$ cat src/rtl/frac_div.sv
// Phase-accumulator fractional clock divider: clkout is the accumulator MSB.
// The divisor is shadowed in div_act and only reloaded on a wrap (or while idle) to avoid runt pulses.
module frac_div #(
    parameter int ACC_W = 32
) (
    input  logic             clkin,
    input  logic             reset_n,
    input  logic [ACC_W-1:0] div,
    output logic             clkout,
    output logic             tick,
    output logic [ACC_W-1:0] phase,
    output logic             valid
);

    localparam logic [ACC_W-1:0] DIV_MAX = {1'b1, {(ACC_W-1){1'b0}}};

    logic [ACC_W-1:0] acc_q, acc_d;
    logic [ACC_W-1:0] div_act_q, div_act_d;
    logic [ACC_W-1:0] div_clamped;
    logic             tick_q, tick_d;
    logic             valid_q, valid_d;
    logic             carry;

    always_comb begin
        {carry, acc_d} = {1'b0, acc_q} + {1'b0, div_act_q};
        div_clamped    = (div > DIV_MAX) ? DIV_MAX : div;
        // Reload only at a wrap boundary so a new divisor always starts a whole period.
        div_act_d = div_act_q;
        if (div_act_q == '0 || carry) begin
            div_act_d = div_clamped;
        end
        tick_d  = ~acc_q[ACC_W-1] & acc_d[ACC_W-1];
        valid_d = valid_q | carry;
    end

    // NOTE: state uses non-blocking assignments so every flop samples pre-edge values.
    always_ff @(posedge clkin or negedge reset_n) begin
        if (!reset_n) begin
            acc_q     <= '0;
            div_act_q <= '0;
            tick_q    <= 1'b0;
            valid_q   <= 1'b0;
        end else begin
            acc_q     <= acc_d;
            div_act_q <= div_act_d;
            tick_q    <= tick_d;
            valid_q   <= valid_d;
        end
    end

    assign clkout = acc_q[ACC_W-1];
    assign tick   = tick_q;
    assign phase  = acc_q;
    assign valid  = valid_q;

endmodule

$ cat config.mk
export PLATFORM = sky130hd
export DESIGN_NAME = frac_div
export DESIGN_NICKNAME = d
export VERILOG_FILES = /design/src/rtl/frac_div.sv
export SDC_FILE = /design/constraint.sdc
export NUM_CORES = 1
export LEC_CHECK = 0
export CAP_MARGIN = 20
export CELL_PAD_IN_SITES_DETAIL_PLACEMENT = 2
export CELL_PAD_IN_SITES_GLOBAL_PLACEMENT = 2
export CORE_MARGIN = 2
export CORE_UTILIZATION = 35
export CTS_BUF_LIST = sky130_fd_sc_hd__clkbuf_4 sky130_fd_sc_hd__clkbuf_8 sky130_fd_sc_hd__clkbuf_16
export DETAILED_ROUTE_END_ITERATION = 12
export GPL_ROUTABILITY_DRIVEN = 0
export HOLD_SLACK_MARGIN = 0.06
export PLACE_DENSITY_LB_ADDON = 0.1
export SLEW_MARGIN = 20
export SYNTH_ARGS = -nofsm -noshare
export SYNTH_HDL_FRONTEND = slang
export SYNTH_SLANG_ARGS = --single-unit
$ cat constraint.sdc
create_clock -name clkin -period 5.71 [get_ports clkin]
set_input_delay 1.142 -clock clkin [delete_from_list [all_inputs] [get_ports clkin]]
set_output_delay 1.142 -clock clkin [all_outputs]
set_load 0.05 [all_outputs]
# Word-level counts from Yosys, hierarchy flattened
# Cells that the tools add are included.
word_totals:
  regBits: 66
  latchBits: 0
  mem_bits_rw: 0
  romBits: 0
  word_cells: 12
  n_memories: 0
op_classes:
  n_addsub: 1
  multipliers: 0
  div_mod_pow: 0
  n_lt_le_gt_ge: 1
  n_eq_ne: 0
  n_shift: 0
  mux: 1
  bitwise_logic: 3
  n_reduce_logical: 2
ops:
  columns: ["op", "count"]
  rows:
  - ["$add 32x32->33", 1]
  - ["$gt 32x32->1 const B", 1]
  - ["$logic_not 32->1", 1]
  - ["$mux 32", 1]
  - ["$and 1x1->1", 1]
  - ["$logic_or 1x1->1", 1]
  - ["$not 1->1", 1]
  - ["$or 1x1->1", 1]

# Depth between registers and ports, before layout
# Gate-level depths: netlist of the first run.
depth:
  word_depth: 2
  ltp_mapped: 11

# Least setup slack after synthesis of the first run
# OpenSTA, ideal clock, no wires.
synth_timing:
  path_type: "register to register"
  from: "register acc_q[0] (netlist: phase[0])"
  to: "register div_act_q[31]"
  t_arrival_ns: 2.922
  t_required_ns: 5.585
  setup_slack_ns: 2.662
  stages_incl_launch_ff: 11
  period_less_slack_ns: 3.048
  path_cell_list: "dfrtp_1 ha_1 fa_1 a21oi_2 o21ai_2 a221o_1 a31oi_4 o31ai_2 a211o_1 buf_6 mux2_4"
synth_via:
  elab_chain_len: 2
synth_lines:
  columns: ["item", "line_no", "text"]
  rows:
  - ["from (decl)", "17", "logic [ACC_W-1:0] acc_q, acc_d;"]
  - ["from (signal assigned)", "39", "acc_q <= '0;"]
  - ["from (signal assigned)", "44", "acc_q <= acc_d;"]
  - ["$add 32x32->33", "25", "{carry, acc_d} = {1'b0, acc_q} + {1'b0, div_act_q};"]
  - ["$logic_or 1x1->1", "29", "if (div_act_q == '0 || carry) begin"]
  - ["to (signal assigned)", "45", "div_act_q <= div_act_d;"]
  - ["to (decl)", "18", "logic [ACC_W-1:0] div_act_q, div_act_d;"]
# Every way passes these cells.
# A chain may end at the register's enable or synchronous reset.

# Final worst setup path of the first run
# Ends and elaborated chain as after synthesis.

==> results_dict.tcl, run 1 <==
set metrics [dict create \
    hold_ws_ns 0.501 \
    globalRoute.totalOverflow 0 \
    finish.instance_area_um2 5140 \
    synth_cell_type_count 39 \
    grt_start_max_net_pins 67 \
    worst-path-max-fanout 32 \
    worst_hold_path_type "reg -> reg" \
    vertical_extent_of_the_die_um 112 \
    cp_slowest_stage_delay_ns 0.43 \
    first_iter_violations 112 \
    core_region_area_um2 11400 \
    worstSetupStartpointType "register" \
    cts_num_sinks 66 \
    grt_setup_unrepaired "no" \
    critPathKind "reg -> reg" \
    dieWidth_um 112 \
    num_io_pins 69 \
    mostFrequentLayoutCell "sky130_fd_sc_hd__clkdlybuf4s50_1" \
    finalNetCount 562 \
    fp.dieArea_um2 12500 \
    diodes 0 \
    ys_seq_elements 66 \
    kind_of_cell_adding_the_most_delay_to_the_critical_path "compound AO/OA/AOI/OAI gates" \
    avgRoutedWirePerCell_um 20.3 \
    tritoncts.num_buffers 9 \
    crit_path_top_delay_cell "sky130_fd_sc_hd__fa_1" \
    outcome "finished clean" \
    clock_latency_ns 0.34 \
    critical_path_buf_inv_count 1 \
    mappedNetlistArea_um2 4080 \
    fmax_mhz 306 \
    syn_inst 427 \
    crit_path_end_kind "register" \
    cts.reportedPaths.clkPinSlew_ns 0.06 \
    synthToLayoutAreaGrowth_pct 26.0 \
    ctsHoldBuffers 0 \
    period_needed_ns 3.27 \
    grt_pass1_wl_mm 21.3 \
    fin_crit_sh_pct 57.3 \
    drc 0 \
    drv_slew 0 \
    setup_viol 0 \
    mappedNetlistNets 494 \
    worst-endpoint-arrival_ns 3.50 \
    worst_slew_pin_slew_ns 0.923 \
    fill_cells 1229 \
    post-route-util_pct 45.0 \
    synth.avg_cell_area_um2 9.56 \
    final-hold-violation-count 0 \
    setup-tns-final_ns 0 \
    detail-route-antenna-nets 0 \
    r2r_setup_slack_ns 2.44 \
    vias_per_cell 5.42 \
    max_cap_viol_count 0 \
    initial_core_util_pct 35.7 \
    route.final.wire_length_mm 13.1 \
    max-slew-margin-rel_pct 38.5 \
    layout.cells.most_common_list "sky130_fd_sc_hd__clkdlybuf4s50_1 (67), sky130_fd_sc_hd__dfrtp_1 (66), sky130_fd_sc_hd__nand2_1 (58)" \
    post-cts-setup-buffers 0 \
    placementRows 39 \
    grt_pass1_vias 3831 \
    antenna_found_initial 0 \
    placement.cell_area_um2 4850 \
    cts_tree "yes" \
    htree_num_levels 3 \
    cts_root_buf "sky130_fd_sc_hd__clkbuf_16" \
    grt_use_total_pct 21.9 \
    firstDrtPassIters 4 \
    drive_above_1_share_pct 5.81 \
    fin_worst_skew_ns 0.00663 \
    post_cts.resized_instances 0 \
    synth_sequential_area_ratio_pct 40.5 \
    post-dp-hpwl_mm 9.77 \
    ys_warn_count 0 \
    critical_path_required_ns 5.94 \
    list_of_cells_traversed_by_the_critical_path "ha_1 > fa_1 > a21oi_2 > o21ai_2 > a221o_1 > a31oi_4 > o31ai_2 > a211o_1 > buf_4 > mux2_4" \
    io_buffers 68 \
    route.vias.total 3477 \
    cts-root-to-sink-buffers 2 \
]
path summary, 6_finish.rpt:
| kind | startpoint | to | cells past startpoint |
|---|---|---|---|
| min in group asynchronous | reset_n | phase[11] | 2 |
| hold / removal | valid | valid | 1 |
| setup / recovery | phase[0] | div_act_q[31] | 10 |
| setup reg to reg | phase[0] | div_act_q[31] | 10 |
| max in group asynchronous | reset_n | phase[5] | 2 |
| hold reg to reg | valid | valid | 1 |
per-layer routing:
metal,vias up,track usage [%],share of wire [%]
met5,-,0,0
met4,0,8.54,2.1
met3,16,3.10,2.1
met2,51,38.3,52
met1,1746,27.3,44
li1,1664,-,-
synthesized netlist by cell type (all sizes together):
library cell / instances / area, µm²
nor2: 19 / 71.3
a31oi: 4 / 40.0
nand4: 13 / 81.3
a221o: 3 / 30.0
mux2i: 31 / 310
and2: 2 / 12.5
a211o: 2 / 17.5
o21a: 3 / 22.5
nand2: 58 / 218
o31ai: 4 / 35.0
o21ai: 26 / 134
dfrtp: 66 / 1650
nor4b: 1 / 8.76
buf: 5 / 78.8
xnor2: 12 / 105
or3b: 1 / 8.76
o211ai: 3 / 22.5
mux2: 2 / 26.3
a211oi: 6 / 45.0
xor2: 17 / 149
and3: 2 / 12.5
a21oi: 37 / 204
o21bai: 2 / 15.0
fa: 1 / 20.0
a21o: 8 / 60.1
ha: 32 / 400
inv: 35 / 131
nor2b: 1 / 6.26
nor4: 15 / 93.8
clkbuf: 9 / 33.8
nand3: 7 / 35.0
flip-flops by register name, summed over array words and instances (netlist names):
name,count
tick,1
valid,1
phase,32
div_act_q,32
metrics by stage:
| stage | cells | worst slack, ns |
|---|---|---|
| CTS | 642 | 2.40 |
| finish | 642 | 2.44 |
| global route | 642 | 2.27 |
| floorplan | 427 | 2.66 |
| global placement | 627 | 2.50 |
| detailed placement | 627 | 2.38 |
area by class of cell:
cell class	count	area [µm²]	share of cell area, %
repair buffers	71	698	13.6
clock inverters	3	40.0	0.779
inverters	35	131	2.55
multi-input cells	312	2190	42.6
clock buffers	12	254	4.94
well taps	143	179	3.48
flip-flops and latches	66	1650	32.1
cell families after synthesis:
kind of cell	after synthesis	share of synthesized area (%)
AND/OR/NAND/NOR	119	13.4
adder cells (fa/ha/maj)	33	10.3
AO/OA/AOI/OAI	98	15.3
flip-flops	66	40.5
XOR/XNOR	29	6.22
multiplexers	33	8.25
buffers and inverters	49	5.98
Power of run 1 is left out: the tool's default activity adds up to more than one toggle a clock period on the data nets, which glitch-free logic cannot reach.
==> run 2, diff against run 1 <==
- CORE_UTILIZATION: 35 -> 30
- clock period: 5.71 -> 2.9 ns (I/O delays scaled with it)
==> run 2 against run 1 <==
Effect of this change:
- non-clock buffer count rose by 13
- die area grew 16%
- maximum frequency is 18% higher
- critical path depth unchanged
- critical path type unchanged
- highest routed layer unchanged
==> results_dict.tcl, run 2 (same netlist as run 1, synthesis figures left out) <==
set metrics [dict create \
    drv_slew 0 \
    cts.reportedPaths.clkPinSlew_ns 0.06 \
    first_iter_violations 83 \
    grt_use_total_pct 19.0 \
    core_region_area_um2 13200 \
    fp.dieArea_um2 14500 \
    grt_setup_unrepaired "yes" \
    critical_path_required_ns 3.13 \
    fmax_mhz 360 \
    post-dp-hpwl_mm 10.3 \
    num_io_pins 69 \
    worst-endpoint-arrival_ns 3.01 \
    worstSetupStartpointType "register" \
    antenna_found_initial 0 \
    cts_tree "yes" \
    period_needed_ns 2.78 \
    max-slew-margin-rel_pct 61.7 \
    grt_start_max_net_pins 45 \
    worst-path-max-fanout 21 \
    fin_worst_skew_ns 0.00943 \
    vias_per_cell 5.05 \
    globalRoute.totalOverflow 0 \
    worst_slew_pin_slew_ns 0.575 \
    setup_viol 0 \
    layout.cells.most_common_list "sky130_fd_sc_hd__clkdlybuf4s50_1 (67), sky130_fd_sc_hd__dfrtp_1 (65), sky130_fd_sc_hd__nand2_1 (58)" \
    cts-root-to-sink-buffers 2 \
    route.vias.total 3477 \
    critical_path_buf_inv_count 1 \
    io_buffers 68 \
    worst_hold_path_type "in -> async" \
    avgRoutedWirePerCell_um 18.8 \
    kind_of_cell_adding_the_most_delay_to_the_critical_path "compound AO/OA/AOI/OAI gates" \
    setup-tns-final_ns 0 \
    fin_crit_sh_pct 95.9 \
    grt_pass1_vias 3894 \
    final-hold-violation-count 0 \
    tritoncts.num_buffers 9 \
    dieWidth_um 121 \
    vertical_extent_of_the_die_um 121 \
    drc 0 \
    placementRows 42 \
    clock_latency_ns 0.35 \
    crit_path_end_kind "register" \
    mostFrequentLayoutCell "sky130_fd_sc_hd__clkdlybuf4s50_1" \
    synthToLayoutAreaGrowth_pct 32.0 \
    finalNetCount 575 \
    crit_path_top_delay_cell "sky130_fd_sc_hd__dfrtp_1" \
    route.final.wire_length_mm 12.9 \
    diodes 0 \
    cts_num_sinks 66 \
    outcome "finished clean" \
    detail-route-antenna-nets 0 \
    htree_num_levels 3 \
    grt_pass1_wl_mm 21.2 \
    max_cap_viol_count 0 \
    cp_slowest_stage_delay_ns 0.42 \
    cts_root_buf "sky130_fd_sc_hd__clkbuf_16" \
    fill_cells 1460 \
    firstDrtPassIters 4 \
    drive_above_1_share_pct 10.3 \
    critPathKind "reg -> reg" \
    list_of_cells_traversed_by_the_critical_path "ha_4 > fa_2 > a21oi_4 > o21ai_2 > a221o_1 > a31oi_4 > o31ai_2 > a211o_2 > buf_12 > mux2i_2" \
    initial_core_util_pct 30.8 \
]
## run 2: changes by cell type in the layout (fill, tap and decap cells not counted), sizes merged
| cell | delta |
|---|---|
| clkbuf | -3 |
| clkinv | +1 |
| bufinv | +1 |
| buf | +13 |
| clkinvlp | +2 |
## run 2: final timing paths
path	startpoint	end	slack, ns	cells after the start
max	div_act_q[0]	div_act_q[7]	0.12	10
min	reset_n	div_act_q[17]	0.23	1
max reg2reg	div_act_q[0]	div_act_q[7]	0.12	10
min reg2reg	phase[0]	phase[0]	0.53	1
max in group asynchronous	reset_n	phase[0]	2.00	2
min in group clkin	phase[0]	phase[0]	0.53	1
## run 2: layer usage
layer	vias to the layer above	global-route usage [%]	part of all wire, %
li1	1680	-	-
met2	44	33.1	52
met1	1739	23.9	45
met4	0	6.90	1.4
met5	-	0	0
met3	14	2.69	2.3
## run 2: worst reg2reg max path, delay by kind of cell, from the launching register on
kind,cells,cell delay (ns)
AOI/OAI and AO/OA,6,1.30
adders and majority gates,2,0.57
buffers and inverters,1,0.19
DFF,1,0.42
muxes,1,0.17
## run 2: repair_timing
item | CTS | global route
setup endpoints to repair | 4 | 36
buffers inserted | 0 | 4
resized for setup | 3 | 6
pin swaps | 1 | 4
hold buffers | 0 | 0
## run 2: layout make-up
cell class / count / area [µm²] / share of cell area, %
Tap cell: 176 / 220 / 4.09
Clock buffer: 9 / 225 / 4.18
Inverter: 35 / 131 / 2.44
Multi-Input combinational cell: 312 / 2240 / 41.6
Sequential cell: 66 / 1650 / 30.7
Clock inverter: 7 / 93.8 / 1.74
Timing Repair Buffer: 84 / 821 / 15.2
## run 2: stage by stage
step / utilization, % / hold WS, ns / cells / instance area, µm² / setup WS (ns)
finish: 40.7 / 0.227 / 689 / 5380 / 0.120
global route: 40.7 / 0.269 / 689 / 5380 / -0.0268
CTS: 40.2 / 0.241 / 685 / 5330 / 0.0166
detailed placement: 37.7 / 0.523 / 669 / 5000 / -0.346
global placement: 37.7 / 0.507 / 669 / 5000 / -0.284
floorplan: - / 0.284 / 427 / 4100 / 0.0429
Power of run 2 is left out for the same reason.
